===== src/rtl/tag_sysid_read_arbiter.sv =====
// Round-robin arbiter sharing the combinational system-ID slave between two Avalon-MM read masters.
// Optional boot-time ID check is enabled by defining TAG_SYSID_ID_CHECK_EN.
module tag_sysid_read_arbiter #(
    parameter int unsigned         DATA_W      = 32,
    parameter logic [DATA_W-1:0]   EXPECTED_ID = DATA_W'(32'h6073B074)
) (
    input  logic              clock,
    input  logic              reset,
    input  logic              m0_read,
    input  logic              m0_address,
    output logic              m0_waitrequest,
    output logic [DATA_W-1:0] m0_readdata,
    input  logic              m1_read,
    input  logic              m1_address,
    output logic              m1_waitrequest,
    output logic [DATA_W-1:0] m1_readdata,
    output logic              sysid_address,
    input  logic [DATA_W-1:0] sysid_readdata,
    output logic              grant_owner,
    output logic              id_valid,
    output logic              id_match
);

`ifdef TAG_SYSID_ID_CHECK_EN
    typedef enum logic [2:0] {StIdle, StFetch, StResp, StBootFetch, StBootChk} state_e;
    localparam state_e ResetState = StBootFetch;
`else
    typedef enum logic [2:0] {StIdle, StFetch, StResp} state_e;
    localparam state_e ResetState = StIdle;
`endif

    state_e            state_q, state_d;
    logic              grant_q, grant_d;
    logic              last_grant_q, last_grant_d;
    logic              addr_q, addr_d;
    logic [DATA_W-1:0] data_q, data_d;
    logic [DATA_W-1:0] m0_rdata_q, m0_rdata_d;
    logic [DATA_W-1:0] m1_rdata_q, m1_rdata_d;
    logic              id_valid_q, id_valid_d;
    logic              id_match_q, id_match_d;
    logic              pick;

    always_comb begin
        state_d      = state_q;
        grant_d      = grant_q;
        last_grant_d = last_grant_q;
        addr_d       = addr_q;
        data_d       = data_q;
        m0_rdata_d   = m0_rdata_q;
        m1_rdata_d   = m1_rdata_q;
        id_valid_d   = id_valid_q;
        id_match_d   = id_match_q;
        // On a tie the master that was not served last wins.
        pick         = (m0_read && m1_read) ? ~last_grant_q : m1_read;
        unique case (state_q)
            StIdle: begin
                if (m0_read || m1_read) begin
                    grant_d      = pick;
                    last_grant_d = pick;
                    addr_d       = pick ? m1_address : m0_address;
                    state_d      = StFetch;
                end
            end
            StFetch: begin
                data_d  = sysid_readdata;
                state_d = StResp;
            end
            StResp: begin
                if (grant_q) m1_rdata_d = data_q;
                else         m0_rdata_d = data_q;
                state_d = StIdle;
            end
`ifdef TAG_SYSID_ID_CHECK_EN
            StBootFetch: begin
                addr_d  = 1'b1;
                state_d = StBootChk;
            end
            StBootChk: begin
                id_valid_d = 1'b1;
                id_match_d = (sysid_readdata == EXPECTED_ID);
                state_d    = StIdle;
            end
`endif
            default: state_d = StIdle;
        endcase
    end

    always_ff @(posedge clock) begin
        if (reset) begin
            state_q      <= ResetState;
            grant_q      <= 1'b0;
            last_grant_q <= 1'b1;
            addr_q       <= 1'b0;
            data_q       <= '0;
            m0_rdata_q   <= '0;
            m1_rdata_q   <= '0;
            id_valid_q   <= 1'b0;
            id_match_q   <= 1'b0;
        end else begin
            state_q      <= state_d;
            grant_q      <= grant_d;
            last_grant_q <= last_grant_d;
            addr_q       <= addr_d;
            data_q       <= data_d;
            m0_rdata_q   <= m0_rdata_d;
            m1_rdata_q   <= m1_rdata_d;
            id_valid_q   <= id_valid_d;
            id_match_q   <= id_match_d;
        end
    end

    always_comb begin
        m0_waitrequest = !((state_q == StResp) && !grant_q);
        m1_waitrequest = !((state_q == StResp) && grant_q);
        m0_readdata    = (!m0_waitrequest) ? data_q : m0_rdata_q;
        m1_readdata    = (!m1_waitrequest) ? data_q : m1_rdata_q;
        sysid_address  = addr_q;
        grant_owner    = grant_q;
    end

`ifdef TAG_SYSID_ID_CHECK_EN
    assign id_valid = id_valid_q;
    assign id_match = id_match_q;
`else
    logic unused_id_check;
    assign unused_id_check = ^{EXPECTED_ID, id_valid_q, id_match_q};
    assign id_valid        = 1'b0;
    assign id_match        = 1'b0;
`endif

endmodule

===== config.mk =====
export PLATFORM = sky130hd
export DESIGN_NAME = tag_sysid_read_arbiter
export DESIGN_NICKNAME = d
export VERILOG_FILES = /design/src/rtl/tag_sysid_read_arbiter.sv
export SDC_FILE = /design/constraint.sdc
export NUM_CORES = 1
export LEC_CHECK = 0
export CAP_MARGIN = 0
export CORE_MARGIN = 8
export CORE_UTILIZATION = 52
export CTS_CLUSTER_DIAMETER = 60
export DETAILED_ROUTE_END_ITERATION = 10
export PLACE_DENSITY_LB_ADDON = 0.12
export SYNTH_ARGS = -nofsm -noshare
export SYNTH_HDL_FRONTEND = slang
export SYNTH_SLANG_ARGS = --single-unit

===== constraint.sdc =====
create_clock -name clock -period 5.6 [get_ports clock]
set_clock_uncertainty 0.15 [all_clocks]
set_input_delay 1.4 -clock clock [delete_from_list [all_inputs] [get_ports clock]]
set_output_delay 1.4 -clock clock [all_outputs]
set_load 0.03 [all_outputs]

======== After elaboration in Yosys (flattened, before gate mapping) ========
Index checks and enable logic that the tools add are counted.
word-level totals
  bits in registers ....................... 102
  output and inout bits ................... 70
  logic and storage cells ................. 29
cells by class
  eq/ne operators ......................... 3
  muxes and demuxes ....................... 6
  bitwise operators ....................... 2
  reduce and logical (&&, ||, !) cells .... 11
operators by type and width
  operator              count
  $mux W32              2
  $pmux W3 S2           1
  $reduce_and A2 Y1     3
  $eq A3 B1 Y1 const B  1
  $eq A3 B2 Y1 const B  1
  $logic_and A1 B1 Y1   3
  $logic_not A1 Y1      3
  $logic_not A3 Y1      1
  $mux W3               1
  $mux W1               2
  $ne A2 B2 Y1 const B  1
  $not A1 Y1            2
  $logic_or A1 B1 Y1    1

======== Logic depth before layout (Yosys ltp) ========
  depth in word-level cells ............... 3
  gate-level depth with buffers ........... 6
  gate-level depth less buffers ........... 3

======== Worst setup path after synthesis ========
Ideal clock, no wire load.
  kind .................................... register to output
  start ................................... register grant_q (netlist: grant_owner)
  end ..................................... output m1_readdata[12]
  arrival ................................. 1.409 ns
  required time ........................... 4.050 ns
  slack ................................... 2.641 ns
  stages on the path, launching flop included .. 4
  buffers on the path ..................... 1
  cell sequence ........................... dfxtp_1 > nand3b_4 > buf_2 > mux2_1
between the ends
  cells in the longest elaborated chain, start to end .. 2
RTL lines
  item                      RTL line  RTL
  start: declaration        33        logic grant_q, grant_d;
  start signal: assignment  101       grant_q <= grant_d;
  $logic_and A1 B1 Y1       114       m1_waitrequest = !((state_q == StResp) && grant_q);
  $mux W32                  116       m1_readdata = (!m1_waitrequest) ? data_q : m1_rdata_q;
  end: declaration          16        output logic [DATA_W-1:0] m1_readdata,
Every way passes these cells.

======== Final worst setup path ========
  start ................................... register state_q[1]
  end ..................................... output m0_readdata[31]
between the ends
  cells in the longest elaborated chain, start to end .. 3
RTL lines
  item                      RTL line  RTL
  start: declaration        32        state_e state_q, state_d;
  start signal: assignment  90        state_q <= ResetState;
  start signal: assignment  100       state_q <= state_d;
  $eq A3 B2 Y1              113       m0_waitrequest = !((state_q == StResp) && !grant_q);
  $logic_and A1 B1 Y1       113
  $mux W32                  115       m0_readdata = (!m0_waitrequest) ? data_q : m0_rdata_q;
  end: declaration          12        output logic [DATA_W-1:0] m0_readdata,
Every way passes these cells.

==> qor.yml <==
outcome: "finished, final reports clean"
drt-met1-wl_mm: 3.83
critPathCapture: "m0_readdata[31]"
drt_wl_total_mm: 8.86
syn2layout_area_growth_pct: 30.6
path_clk_slew_ps: 90
cellLeakagePower_nw: 2.15
hold_viol_final: 0
fmax_mhz: 250
setup_violations: 0
power_mw: 1.29
insertion_delay_ps: 350
grt_usage_pct: 16.4
drive_above_1_share_pct: 17.3
irDropWorstVdd_uv: 211
routedWlPerCell_um: 15.4
grt_pass1_vias: 2961
tightest_slew_ps: 1070
die_y_um: 104
holdWs_ps: 325
num_rows: 32
path_max_fanout: 18
antenna_found_initial: 0
reg2reg_setup_slack_ps: 3710
cts_resized: 0
ioPinCount: 108
cts_setup_buffers: 0
r2r-end: "m1_rdata_q[0]"
dr_wl_met2_mm: 4.37
whs_path_depth: 2
ys_ff_latch: 101
maxSlewViolCount: 0
cts_hold_buf: 0
synth.distinct_cells: 27
worstRegToRegCells: 3
synth_area_leaders: "dfxtp_1 (51%), mux2_4 (11%), mux2_2 (8.4%), nand2_1 (6.1%), and2b_1 (5.6%)"
dp.final_hpwl_mm: 6.02
required_ps: 4050
drt-initial-drc-count: 82
first_pass_iters: 4
r2r-start: "state_q[0]"
initial_utilization_pct: 52.6
fillers: 620
antennaDiodeCount: 0
crit_start: "state_q[1]"
grt_max_degree: 66
numCtsBuffers: 9
drv_cap: 0
route.top_layer_used: "met4"
fin_crit_ps: 4000
wl_met3_um: 608
die_w_um: 104
clock_sinks: 101
globalplace.congestion: 0.684
period_share_pct: 71.5
tns_ps: 0
rsz0062_at_grt: "no"
ys_seq_area_share_pct: 50.5
htreeDepth: 3
synth_top_area_cell: "dfxtp_1"
grt_pass1_wl_mm: 14.7
synth_top_area_share_pct: 50.5
ant_nets: 0
syn_area_per_cell_um2: 10.6
startpoint_type: "flop"
synth_area_um2: 4000
vias: 2817
nets: 507
drc: 0
critPathArrivalTime_ps: 2450
netlist_instances: 376
grt_overflow: 0
io_buffers: 105
vias_per_cell: 4.89
max-slew-margin-rel_pct: 28.6
crit_type: "flop to output port"
end_kind: "output port"
cellPowerDensity_nw_per_um2: 247
coreArea_um2: 7610
cts_buffer_depth: 2
root_buffer: "clkbuf_8"
yosys_warnings: 0
hold_path_class: "flop to flop"
die_area_um2: 10800
cts_tree: "built"
==> critical path, stage by stage, from the launching register on <==
cell and delay, ps:
dfxtp_1 490, nor3b_4 250, buf_4 370, mux2_2 390, clkdlybuf4s50_1 610
==> metrics by stage <==
step	utilization (%)	cells	area, um^2	worst slack (ps)
finish	68.7	576	5230	1600
global placement	66.5	560	5060	2030
CTS	68.7	576	5230	1580
detailed placement	66.5	560	5060	1980
floorplan	-	377	4010	2640
global route	68.7	576	5230	1460
==> flip-flops by register name (all words and copies together) (netlist names) <==
signal / count
m0_rdata_q: 32
data_q: 32
last_grant_q: 1
sysid_address: 1
grant_owner: 1
state_q: 2
m1_rdata_q: 32
==> kinds of logic (layout without fill, tap and decap cells) <==
kind of cell	after synthesis	after routing	synth area share, %
AO/OA/AOI/OAI	39	39	5.16
flip-flops	101	101	50.5
buffers and inverters	30	127	4.06
other	1	2	0.0937
multiplexers	65	65	21.0
AND/OR/NAND/NOR	140	140	19.2
==> final cells by class <==
type	count	area [um^2]	area share [%]
Clock inverter	5	36.3	0.694
Multi-Input combinational cell	246	1820	34.8
Clock buffer	11	131	2.51
Inverter	1	3.75	0.0718
Timing Repair Buffer	110	1080	20.7
Tap cell	102	128	2.44
Sequential cell	101	2020	38.7
==> worst min path at each step <==
stage	slack [ps]	start	end
6_report	320	data_q[22]	data_q[22]
3_5_place_dp	310	data_q[5]	data_q[5]
3_3_place_gp	310	data_q[29]	data_q[29]
5_1_grt	340	data_q[0]	data_q[0]
4_1_cts	330	data_q[6]	data_q[6]
2_1_floorplan	290	data_q[29]	data_q[29]
==> cells in the mapped netlist <==
master,count
dfxtp_1,101
nand2_1,65
a21oi_1,35
nor2b_1,35
and2b_1,30
mux2_2,30
mux2_4,29
clkbuf_1,18
buf_6,5
mux2_1,5
buf_2,4
nor2_1,3
buf_4,2
a21boi_0,1
a311oi_1,1
conb_1,1
inv_1,1
mux2i_1,1
nand2b_1,1
nand3_1,1
nand3b_4,1
nor3_1,1
nor3b_4,1
nor4_1,1
o21bai_1,1
o31ai_1,1
or2_2,1
==> per-layer routing <==
layer	GRT usage, %	up-vias
met5	0	-
met4	3.52	0
met3	7.50	5
met2	28.3	68
met1	18.0	1337
li1	-	1407
==> layout by cell type, fill, tap and decap left out, types with 2 or more instances in the layout <==
cell type        instances
clkdlybuf4s50_1        104
dfxtp_1                101
nand2_1                 65
a21oi_1                 35
nor2b_1                 35
mux2_2                  30
and2b_1                 30
mux2_4                  29
clkbuf_8                 9
mux2_1                   5
buf_4                    5
nor2_1                   3
clkinvlp_4               3
conb_1                   2
clkbuf_1                 2
==> power by group <==
group / switching (mW) / internal [mW]
sequential: 0.0156 / 0.738
combinational: 0.0732 / 0.0655
clock: 0.235 / 0.163
total: 0.324 / 0.966
(Power assumes the default switching activity.)
